**src/rtl/hdmi_video_timing.sv**
```systemverilog
// rtl/hdmi_video_timing.sv - ADV7513 parallel video timing generator with frame-complete idle gating.
// Optional colour-bar source enabled by defining TEST_PATTERN_EN.
module hdmi_video_timing #(
    parameter int   H_ACTIVE = 640,
    parameter int   H_FP     = 16,
    parameter int   H_SYNC   = 96,
    parameter int   H_BP     = 48,
    parameter int   V_ACTIVE = 480,
    parameter int   V_FP     = 10,
    parameter int   V_SYNC   = 2,
    parameter int   V_BP     = 33,
    parameter logic HS_POL   = 1'b0,
    parameter logic VS_POL   = 1'b0
) (
    input  logic        clk,
    input  logic        reset,
    input  logic        enable,
    output logic        hsync,
    output logic        vsync,
    output logic        de,
    output logic [10:0] x,
    output logic [10:0] y,
    output logic        frame_start,
    output logic        active,
    output logic [23:0] rgb
);

    localparam int H_TOTAL = H_ACTIVE + H_FP + H_SYNC + H_BP;
    localparam int V_TOTAL = V_ACTIVE + V_FP + V_SYNC + V_BP;

    generate
        if (H_TOTAL > 2047 || V_TOTAL > 2047) begin : g_total_check
            $error("hdmi_video_timing: H_TOTAL/V_TOTAL must not exceed 2047");
        end
    endgenerate

    localparam logic [10:0] H_ACT_L  = 11'(H_ACTIVE);
    localparam logic [10:0] HS_START = 11'(H_ACTIVE + H_FP);
    localparam logic [10:0] HS_END   = 11'(H_ACTIVE + H_FP + H_SYNC);
    localparam logic [10:0] H_LAST   = 11'(H_TOTAL - 1);
    localparam logic [10:0] V_ACT_L  = 11'(V_ACTIVE);
    localparam logic [10:0] VS_START = 11'(V_ACTIVE + V_FP);
    localparam logic [10:0] VS_END   = 11'(V_ACTIVE + V_FP + V_SYNC);
    localparam logic [10:0] V_LAST   = 11'(V_TOTAL - 1);

    typedef enum logic [1:0] {
        ST_IDLE  = 2'd0,
        ST_RUN   = 2'd1,
        ST_DRAIN = 2'd2
    } state_t;

    state_t      state_q, state_d;
    logic [10:0] hctr_q, hctr_d;
    logic [10:0] vctr_q, vctr_d;
    logic        hsync_q, hsync_d;
    logic        vsync_q, vsync_d;
    logic        de_q, de_d;
    logic [10:0] x_q, x_d;
    logic [10:0] y_q, y_d;
    logic        frame_start_q, frame_start_d;
    logic        active_q, active_d;
    logic        last_h;
    logic        last_pix;
    logic        running;
    logic [10:0] hctr_adv;
    logic [10:0] vctr_adv;

    always_comb begin
        last_h   = (hctr_q == H_LAST);
        last_pix = last_h && (vctr_q == V_LAST);
        hctr_adv = last_h ? 11'd0 : hctr_q + 11'd1;
        vctr_adv = vctr_q;
        if (last_h) begin
            vctr_adv = (vctr_q == V_LAST) ? 11'd0 : vctr_q + 11'd1;
        end
    end

    always_comb begin
        state_d = state_q;
        hctr_d  = hctr_q;
        vctr_d  = vctr_q;
        case (state_q)
            ST_IDLE: begin
                hctr_d = 11'd0;
                vctr_d = 11'd0;
                if (enable) begin
                    state_d = ST_RUN;
                end
            end
            ST_RUN: begin
                hctr_d = hctr_adv;
                vctr_d = vctr_adv;
                if (!enable) begin
                    state_d = ST_DRAIN;
                end
            end
            ST_DRAIN: begin
                // Keep counting so the frame in flight finishes; re-enable resumes seamlessly.
                hctr_d = hctr_adv;
                vctr_d = vctr_adv;
                if (enable) begin
                    state_d = ST_RUN;
                end else if (last_pix) begin
                    state_d = ST_IDLE;
                    hctr_d  = 11'd0;
                    vctr_d  = 11'd0;
                end
            end
            default: begin
                state_d = ST_IDLE;
                hctr_d  = 11'd0;
                vctr_d  = 11'd0;
            end
        endcase
    end

    always_comb begin
        running       = (state_q != ST_IDLE);
        de_d          = running && (hctr_q < H_ACT_L) && (vctr_q < V_ACT_L);
        hsync_d       = (running && hctr_q >= HS_START && hctr_q < HS_END) ? HS_POL : ~HS_POL;
        vsync_d       = (running && vctr_q >= VS_START && vctr_q < VS_END) ? VS_POL : ~VS_POL;
        x_d           = de_d ? hctr_q : x_q;
        y_d           = de_d ? vctr_q : y_q;
        frame_start_d = running && (hctr_q == 11'd0) && (vctr_q == 11'd0);
        active_d      = (state_d != ST_IDLE);
    end

    always_ff @(posedge clk) begin
        if (reset) begin
            state_q       <= ST_IDLE;
            hctr_q        <= 11'd0;
            vctr_q        <= 11'd0;
            hsync_q       <= ~HS_POL;
            vsync_q       <= ~VS_POL;
            de_q          <= 1'b0;
            x_q           <= 11'd0;
            y_q           <= 11'd0;
            frame_start_q <= 1'b0;
            active_q      <= 1'b0;
        end else begin
            state_q       <= state_d;
            hctr_q        <= hctr_d;
            vctr_q        <= vctr_d;
            hsync_q       <= hsync_d;
            vsync_q       <= vsync_d;
            de_q          <= de_d;
            x_q           <= x_d;
            y_q           <= y_d;
            frame_start_q <= frame_start_d;
            active_q      <= active_d;
        end
    end

`ifdef TEST_PATTERN_EN
    generate
        if (H_ACTIVE < 8) begin : g_bar_check
            $error("hdmi_video_timing: H_ACTIVE must be at least 8 for colour bars");
        end
    endgenerate

    localparam logic [10:0] BAR_W = 11'(H_ACTIVE / 8);

    logic [10:0] bar_raw;
    logic [2:0]  bar_idx;
    logic [23:0] rgb_q, rgb_d;

    always_comb begin
        bar_raw = hctr_q / BAR_W;
        bar_idx = (bar_raw > 11'd7) ? 3'd7 : bar_raw[2:0];
        rgb_d   = 24'h000000;
        if (de_d) begin
            case (bar_idx)
                3'd0:    rgb_d = 24'hFFFFFF;
                3'd1:    rgb_d = 24'hFFFF00;
                3'd2:    rgb_d = 24'h00FFFF;
                3'd3:    rgb_d = 24'h00FF00;
                3'd4:    rgb_d = 24'hFF00FF;
                3'd5:    rgb_d = 24'hFF0000;
                3'd6:    rgb_d = 24'h0000FF;
                default: rgb_d = 24'h000000;
            endcase
        end
    end

    always_ff @(posedge clk) begin
        if (reset) begin
            rgb_q <= 24'h000000;
        end else begin
            rgb_q <= rgb_d;
        end
    end

    assign rgb = rgb_q;
`else
    assign rgb = 24'h000000;
`endif

    assign hsync       = hsync_q;
    assign vsync       = vsync_q;
    assign de          = de_q;
    assign x           = x_q;
    assign y           = y_q;
    assign frame_start = frame_start_q;
    assign active      = active_q;

endmodule

```
**config.mk**
```make
export PLATFORM = sky130hd
export DESIGN_NAME = hdmi_video_timing
export DESIGN_NICKNAME = d
export VERILOG_FILES = /design/src/rtl/hdmi_video_timing.sv
export SDC_FILE = /design/constraint.sdc
export NUM_CORES = 1
export LEC_CHECK = 0
export ABC_AREA = 1
export CORE_MARGIN = 5
export CORE_UTILIZATION = 51
export CTS_CLUSTER_SIZE = 25
export DETAILED_ROUTE_END_ITERATION = 8
export HOLD_SLACK_MARGIN = 0.1
export PLACE_DENSITY = 0.8
export SLEW_MARGIN = 20
export SYNTH_ARGS = -nofsm -noshare
export SYNTH_HDL_FRONTEND = slang
export SYNTH_SLANG_ARGS = --single-unit
```
**constraint.sdc**
```tcl
create_clock -name clk -period 2.15 [get_ports clk]
set_input_delay 0.3225 -clock clk [delete_from_list [all_inputs] [get_ports clk]]
set_output_delay 0.3225 -clock clk [all_outputs]
set_load 0.1 [all_outputs]
```
**After elaboration in Yosys (flattened, before gate mapping)**

Index checks and enable logic that the tools add are counted.
Widths: inputs -> output; s select.

- Register bits: 51
- Logic and storage cells: 52
- Output and inout bits: 51

- Equality and inequality tests: 4
- Magnitude comparators: 6
- Add/subtract/negate cells: 2
- Reduce and logical (&&, ||, !) cells: 14
- Multiplexer cells: 16

Operators with widths:

| operator | number |
|---|---|
| $mux 11 | 7 |
| $pmux 11 s2 | 2 |
| $add 11x1->11 const B | 2 |
| $eq 11x10->1 const B | 2 |
| $logic_not 11->1 | 2 |
| $lt 11x10->1 const B | 2 |
| $lt 11x9->1 const B | 2 |
| $ge 11x10->1 const B | 1 |
| $ge 11x9->1 const B | 1 |
| $logic_and 1x1->1 | 9 |
| $mux 2 | 4 |
| $pmux 2 s3 | 1 |
| $reduce_bool 2->1 | 2 |
| $eq 2x1->1 const B | 1 |
| $eq 2x2->1 const B | 1 |
| $logic_not 2->1 | 1 |
| $mux 1 | 2 |

**Logic depth before layout (Yosys ltp)**

- Depth after elaboration: 6
- Depth in mapped cells: 13

**Worst setup path before layout**

OpenSTA, ideal clock, no wires.

- Kind: flip-flop to flip-flop
- Start: register state_q[0]
- End: register y_q[8] (netlist: y[8])
- Library setup time: 0.079 ns
- Slack: 0.517 ns
- Cell stages (with the launch flop): 11
- Path buffers: 1
- Arrival: 1.554 ns
- Cell sequence: dfxtp_1 inv_1 ha_1 inv_1 nand3_2 nor3_4 nand2_4 inv_6 buf_12 nor2_2 a211oi_2

- Longest elaborated chain between the ends: 3

RTL lines:

| element | RTL line | source |
|---|---|---|
| start, declared | 52 | `state_t state_q, state_d;` |
| start signal, assigned | 141 | `state_q <= state_d;` |
| $reduce_bool 2->1 | 118 | `running = (state_q != ST_IDLE);` |
| $logic_and 1x1->1 (2 in a row) | 119 | `de_d = running && (hctr_q < H_ACT_L) && (vctr_q < V_ACT_L);` |
| end signal, assigned | 148 | `y_q <= y_d;` |
| end, declared | 59 | `logic [10:0] y_q, y_d;` |

Every way passes these cells.
A chain may end at the register's enable or synchronous reset.

**Final worst setup path**

- Start: register state_q[0]
- End: register y_q[4] (netlist: y[4])

The elaborated chain is that of the path after synthesis.

==> Implementation_results.wiki <==
{| class="wikitable"
! Metric !! Value
|-
| Path length in cells of the critical path || 9
|-
| Core Area || 0.00501 mm2
|-
| Die height || 81.3 um
|-
| Count of yosys warnings during synthesis || 0
|-
| Number of violations of the max-capacitance limit || 0
|-
| Clk network pwr share || 0.222
|-
| Worst hold path class || reg -> reg
|-
| Worst-Skew Late Latency || roughly 300 ps
|-
| Half-perimeter wire length of the detailed placement result || 4080 um
|-
| Number of flip-flops and latches in the synthesized netlist || roughly 50
|-
| Filler cell count in the final layout || 498
|-
| Launching point of the worst reg2reg path || state_q[0]$_SDFF_PP0_
|-
| DRC marker count from the first detailed-route iteration || between 100 and 150
|-
| Die outline area || 0.00660 mm2
|-
| Sort of element at the start of the critical path || register
|-
| Number of antenna-violating nets in the routed design || 0
|-
| Final setup skew || roughly 5.6 ps
|-
| Number of distinct library cells after synthesis || 35
|-
| Finished Cell Area || 0.00285 mm2
|-
| Number of vias per cell after detailed routing || roughly 4.7
|-
| Ordered list of cells on the worst path || inv_1, ha_1, inv_1, nand3_2, nor3_4, nand2_4, inv_8, o21ai_0, a21oi_1
|-
| Kind of cell adding the most delay to the critical path || simple AND/OR/NAND/NOR gates
|-
| Register Area || 0.00102 mm2
|-
| Highest cell delay on the worst timing path || 430 ps
|-
| Fraction of power spent switching nets || 0.442
|-
| Summed negative setup slack over all endpoints || 0 ps
|-
| Fraction of layout instances using a drive strength above 1 || 0.233
|-
| Count of inserted antenna diode cells || 0
|-
| Total routed wirelength || 5110 um
|-
| Final estimated routing congestion in global placement || 0.918
|-
| Area taken by multi-input logic gates || 0.00124 mm2
|-
| Buf+Inv Stages, Crit Path || 3
|-
| Switching power total || 0.00109 W
|-
| I/O Buffers || 29
|-
| Width of the die || a little over 80 um
|-
| Part of the total power dissipated in combinational logic || 0.355
|-
| Area growth from synthesis to layout || 10.2%
|-
| Length in cells of the worst reg-to-reg path || 9
|-
| Worst setup EP type || register
|-
| Maximum count of clock buffers along a single path || 2
|-
| Critical Path Most Common Cell || inv_1
|-
| Worst endpoint data arrival time || 2120 ps
|-
| Yosys top cell by area || dfxtp_1
|-
| Largest net degree at the start of global routing || 38
|-
| Total power of the final layout || between 0.002 and 0.0025 W
|-
| Overall global routing resource usage || 0.173
|-
| Clock root buffer || clkbuf_8
|-
| Number of I/O pins || 54
|-
| Count of placed standard cells in the final layout, fillers left out || 422
|-
| Fmax || 531 MHz
|-
| CTS tree || done
|-
| Clock period minus worst slack || 1880 ps
|-
| Critical Path End || y[4]$_SDFFE_PP0P_
|-
| Reg-to-reg critical path endpoint || y[4]$_SDFFE_PP0P_
|-
| Cell count after placement || 414
|-
| Standard-cell row count || 26
|-
| Antenna violations before repair || 0
|-
| Cell Pwr Density || slightly below 900 mW/mm2
|-
| Initial core utilization || 0.517
|-
| Vias in the first global route || ~1900
|-
| Setup repair after global routing missed its margin || no
|-
| Number of hold-slack violations in the final timing report || 0
|-
| Clock Sinks || 51
|-
| Share of the core filled with cells || 0.570
|-
| Mean Syn Cell Area || 8.07 um2
|-
| Cell types with the largest area share after synthesis || dfxtp_1 39%, buf_4 7.2%, inv_1 5.8%
|-
| Slack of the worst reg-to-reg path || approximately 270 ps
|-
| Num CTS Buffers || 5
|-
| Worst voltage drop across the vdd grid || 0.419 mV
|-
| Max-slew violation total from the final report || 0
|-
| Leakage dissipation || 1.23 nW
|-
| Source of the critical timing path || state_q[0]$_SDFF_PP0_
|-
| Global-route wire length before repair || 8740 um
|-
| Internal power component || 0.00138 W
|-
| Period utilisation layout || 0.876
|-
| Syn Std Cell Area || ~0.0026 mm2
|-
| Run status || finished clean
|-
| CTS clock-pin slew for the worst setup and hold paths || 90 ps
|-
| Largest fanout on the critical path || 37
|-
| Remaining design rule violation count || 0
|-
| Proportion of synthesized chip area in sequential cells || 0.394
|-
| Detailed Routing Iterations Pass 1 || 4
|-
| Final setup violating endpoints || 0
|-
| Cell Area, Placed || 0.00276 mm2
|-
| Buffer count from post-CTS setup fixing || 0
|-
| Area fraction of the dominant cell type after synthesis || 0.394
|-
| Critical path required time || 2390 ps
|-
| Portion of total power attributed to sequential cells || 0.422
|-
| Crit path kind || reg -> reg
|-
| WL/cell || 12.1 um
|-
| Max stage delay cell, worst path || dfxtp_1
|-
| Final-stage net count || between 300 and 400
|-
| H-tree depth || 2
|-
| Global route overflow || 0
|-
| Via total after detailed routing || 1989
|-
| Synth Instances || about 320
|}
==> worst min-delay path by stage <==
stage | startpoint | endpoint | slack (ps) | depth (start not counted)
final | x[10]$_SDFFE_PP0P_ | x[10]$_SDFFE_PP0P_ | 450 | 2
after global routing | x[10]$_SDFFE_PP0P_ | x[10]$_SDFFE_PP0P_ | 490 | 2
after CTS | x[10]$_SDFFE_PP0P_ | x[10]$_SDFFE_PP0P_ | 450 | 2
after detailed placement | x[10]$_SDFFE_PP0P_ | x[10]$_SDFFE_PP0P_ | 440 | 2
after global placement | y[10]$_SDFFE_PP0P_ | y[10]$_SDFFE_PP0P_ | 440 | 2
after floorplan | hctr_q[0]$_SDFF_PP0_ | hctr_q[0]$_SDFF_PP0_ | 430 | 1
==> cell usage in the layout (no fill, tap or decap), types with 2 or more instances in the layout <==
| cell type | instances |
|---|---|
| a211oi_1 | 2 |
| clkbuf_8 | 5 |
| nor3b_1 | 3 |
| dfxtp_1 | 51 |
| nor4_1 | 2 |
| nand3_2 | 3 |
| nand2_2 | 6 |
| nor2_4 | 2 |
| nor3_4 | 3 |
| nand2_4 | 2 |
| o21ai_0 | 15 |
| a21oi_2 | 8 |
| inv_2 | 4 |
| nand2_1 | 40 |
| ha_1 | 8 |
| nor2_1 | 37 |
| nand4_1 | 4 |
| nor3_1 | 6 |
| clkdlybuf4s50_1 | 2 |
| nand3_1 | 12 |
| inv_1 | 40 |
| a211oi_2 | 2 |
| conb_1 | 24 |
| o21ai_2 | 8 |
| a21oi_1 | 13 |
| xor2_1 | 6 |
| buf_4 | 29 |
| nor2_2 | 6 |
==> state kept, by name, indices dropped and copies added (netlist names) <==
| register | cells |
|---|---|
| vsync | 1 |
| frame_start | 1 |
| x | 11 |
| vctr_q | 11 |
| hsync | 1 |
| hctr_q | 11 |
| y | 11 |
| de | 1 |
| state_q | 2 |
| active | 1 |
==> cell families (layout without fill, tap and decap cells) <==
| kind of cell | count (synthesis) | in the layout | synth area share |
|---|---|---|---|
| AOI/OAI and AO/OA | 51 | 51 | 0.133 |
| and+or+nand+nor | 128 | 128 | 0.253 |
| other | 1 | 24 | 0.00145 |
| adders and majority gates | 8 | 8 | 0.0386 |
| DFF | 51 | 51 | 0.394 |
| buffers and inverters | 76 | 84 | 0.159 |
| xor gates and xnor gates | 6 | 6 | 0.0203 |
==> metrics by stage <==
step	setup slack, ps	hold slack [ps]
global placement	362	435
finish	266	452
floorplan	517	430
CTS	218	454
global route	54.1	488
detailed placement	247	439
==> repair_timing <==
item,4_1_cts,5_1_grt
hold endpoints to repair,0,0
resized for setup,0,1
hold buffers,0,0
endpoints found under the setup margin,0,1
==> metal layers <==
| layer | GRT usage | wire length [um] |
|---|---|---|
| met3 | 0.0355 | 246 |
| met2 | 0.306 | 2550 |
| met5 | 0 | 0 |
| met1 | 0.203 | 2220 |
| met4 | 0.0659 | 94 |
==> cell type report <==
type | instances | share of cell area
clock buffers | 6 | 0.0254
clock inverters | 2 | 0.00570
inverters | 45 | 0.0618
multi-input cells | 217 | 0.435
flip-flops and latches | 51 | 0.358
well taps | 70 | 0.0307
repair buffers | 31 | 0.0833
==> synth_stat cells (all sizes together) <==
| master | number |
|---|---|
| o21ai | 23 |
| nor3 | 10 |
| inv | 45 |
| nor2 | 45 |
| nand4 | 4 |
| dfxtp | 51 |
| a211oi | 4 |
| nor3b | 3 |
| nand3b | 1 |
| o2111ai | 1 |
| nand3 | 15 |
| nor4 | 2 |
| o211ai | 1 |
| xor2 | 6 |
| buf | 31 |
| nand2 | 48 |
| conb | 1 |
| a21oi | 21 |
| ha | 8 |
| o31ai | 1 |
==> power by group through the flow <==
stage          clock network (W)  registers [W]  logic (W)
6_report                0.000550        0.00104   0.000878
5_1_grt                 0.000611        0.00105   0.000914
4_1_cts                 0.000575        0.00104   0.000879
3_5_place_dp                   0        0.00106   0.000878
3_3_place_gp                   0        0.00107   0.000869
2_1_floorplan                  0        0.00146   0.000413
==> worst register-to-register path, cell delays in order (launching register included) <==
cell	delay, ps
dfxtp_1	430
inv_1	100
ha_1	260
inv_1	100
nand3_2	90
nor3_4	250
nand2_4	130
inv_8	220
o21ai_0	110
a21oi_1	130
No activity file was read; power rests on OpenSTA's default activity.
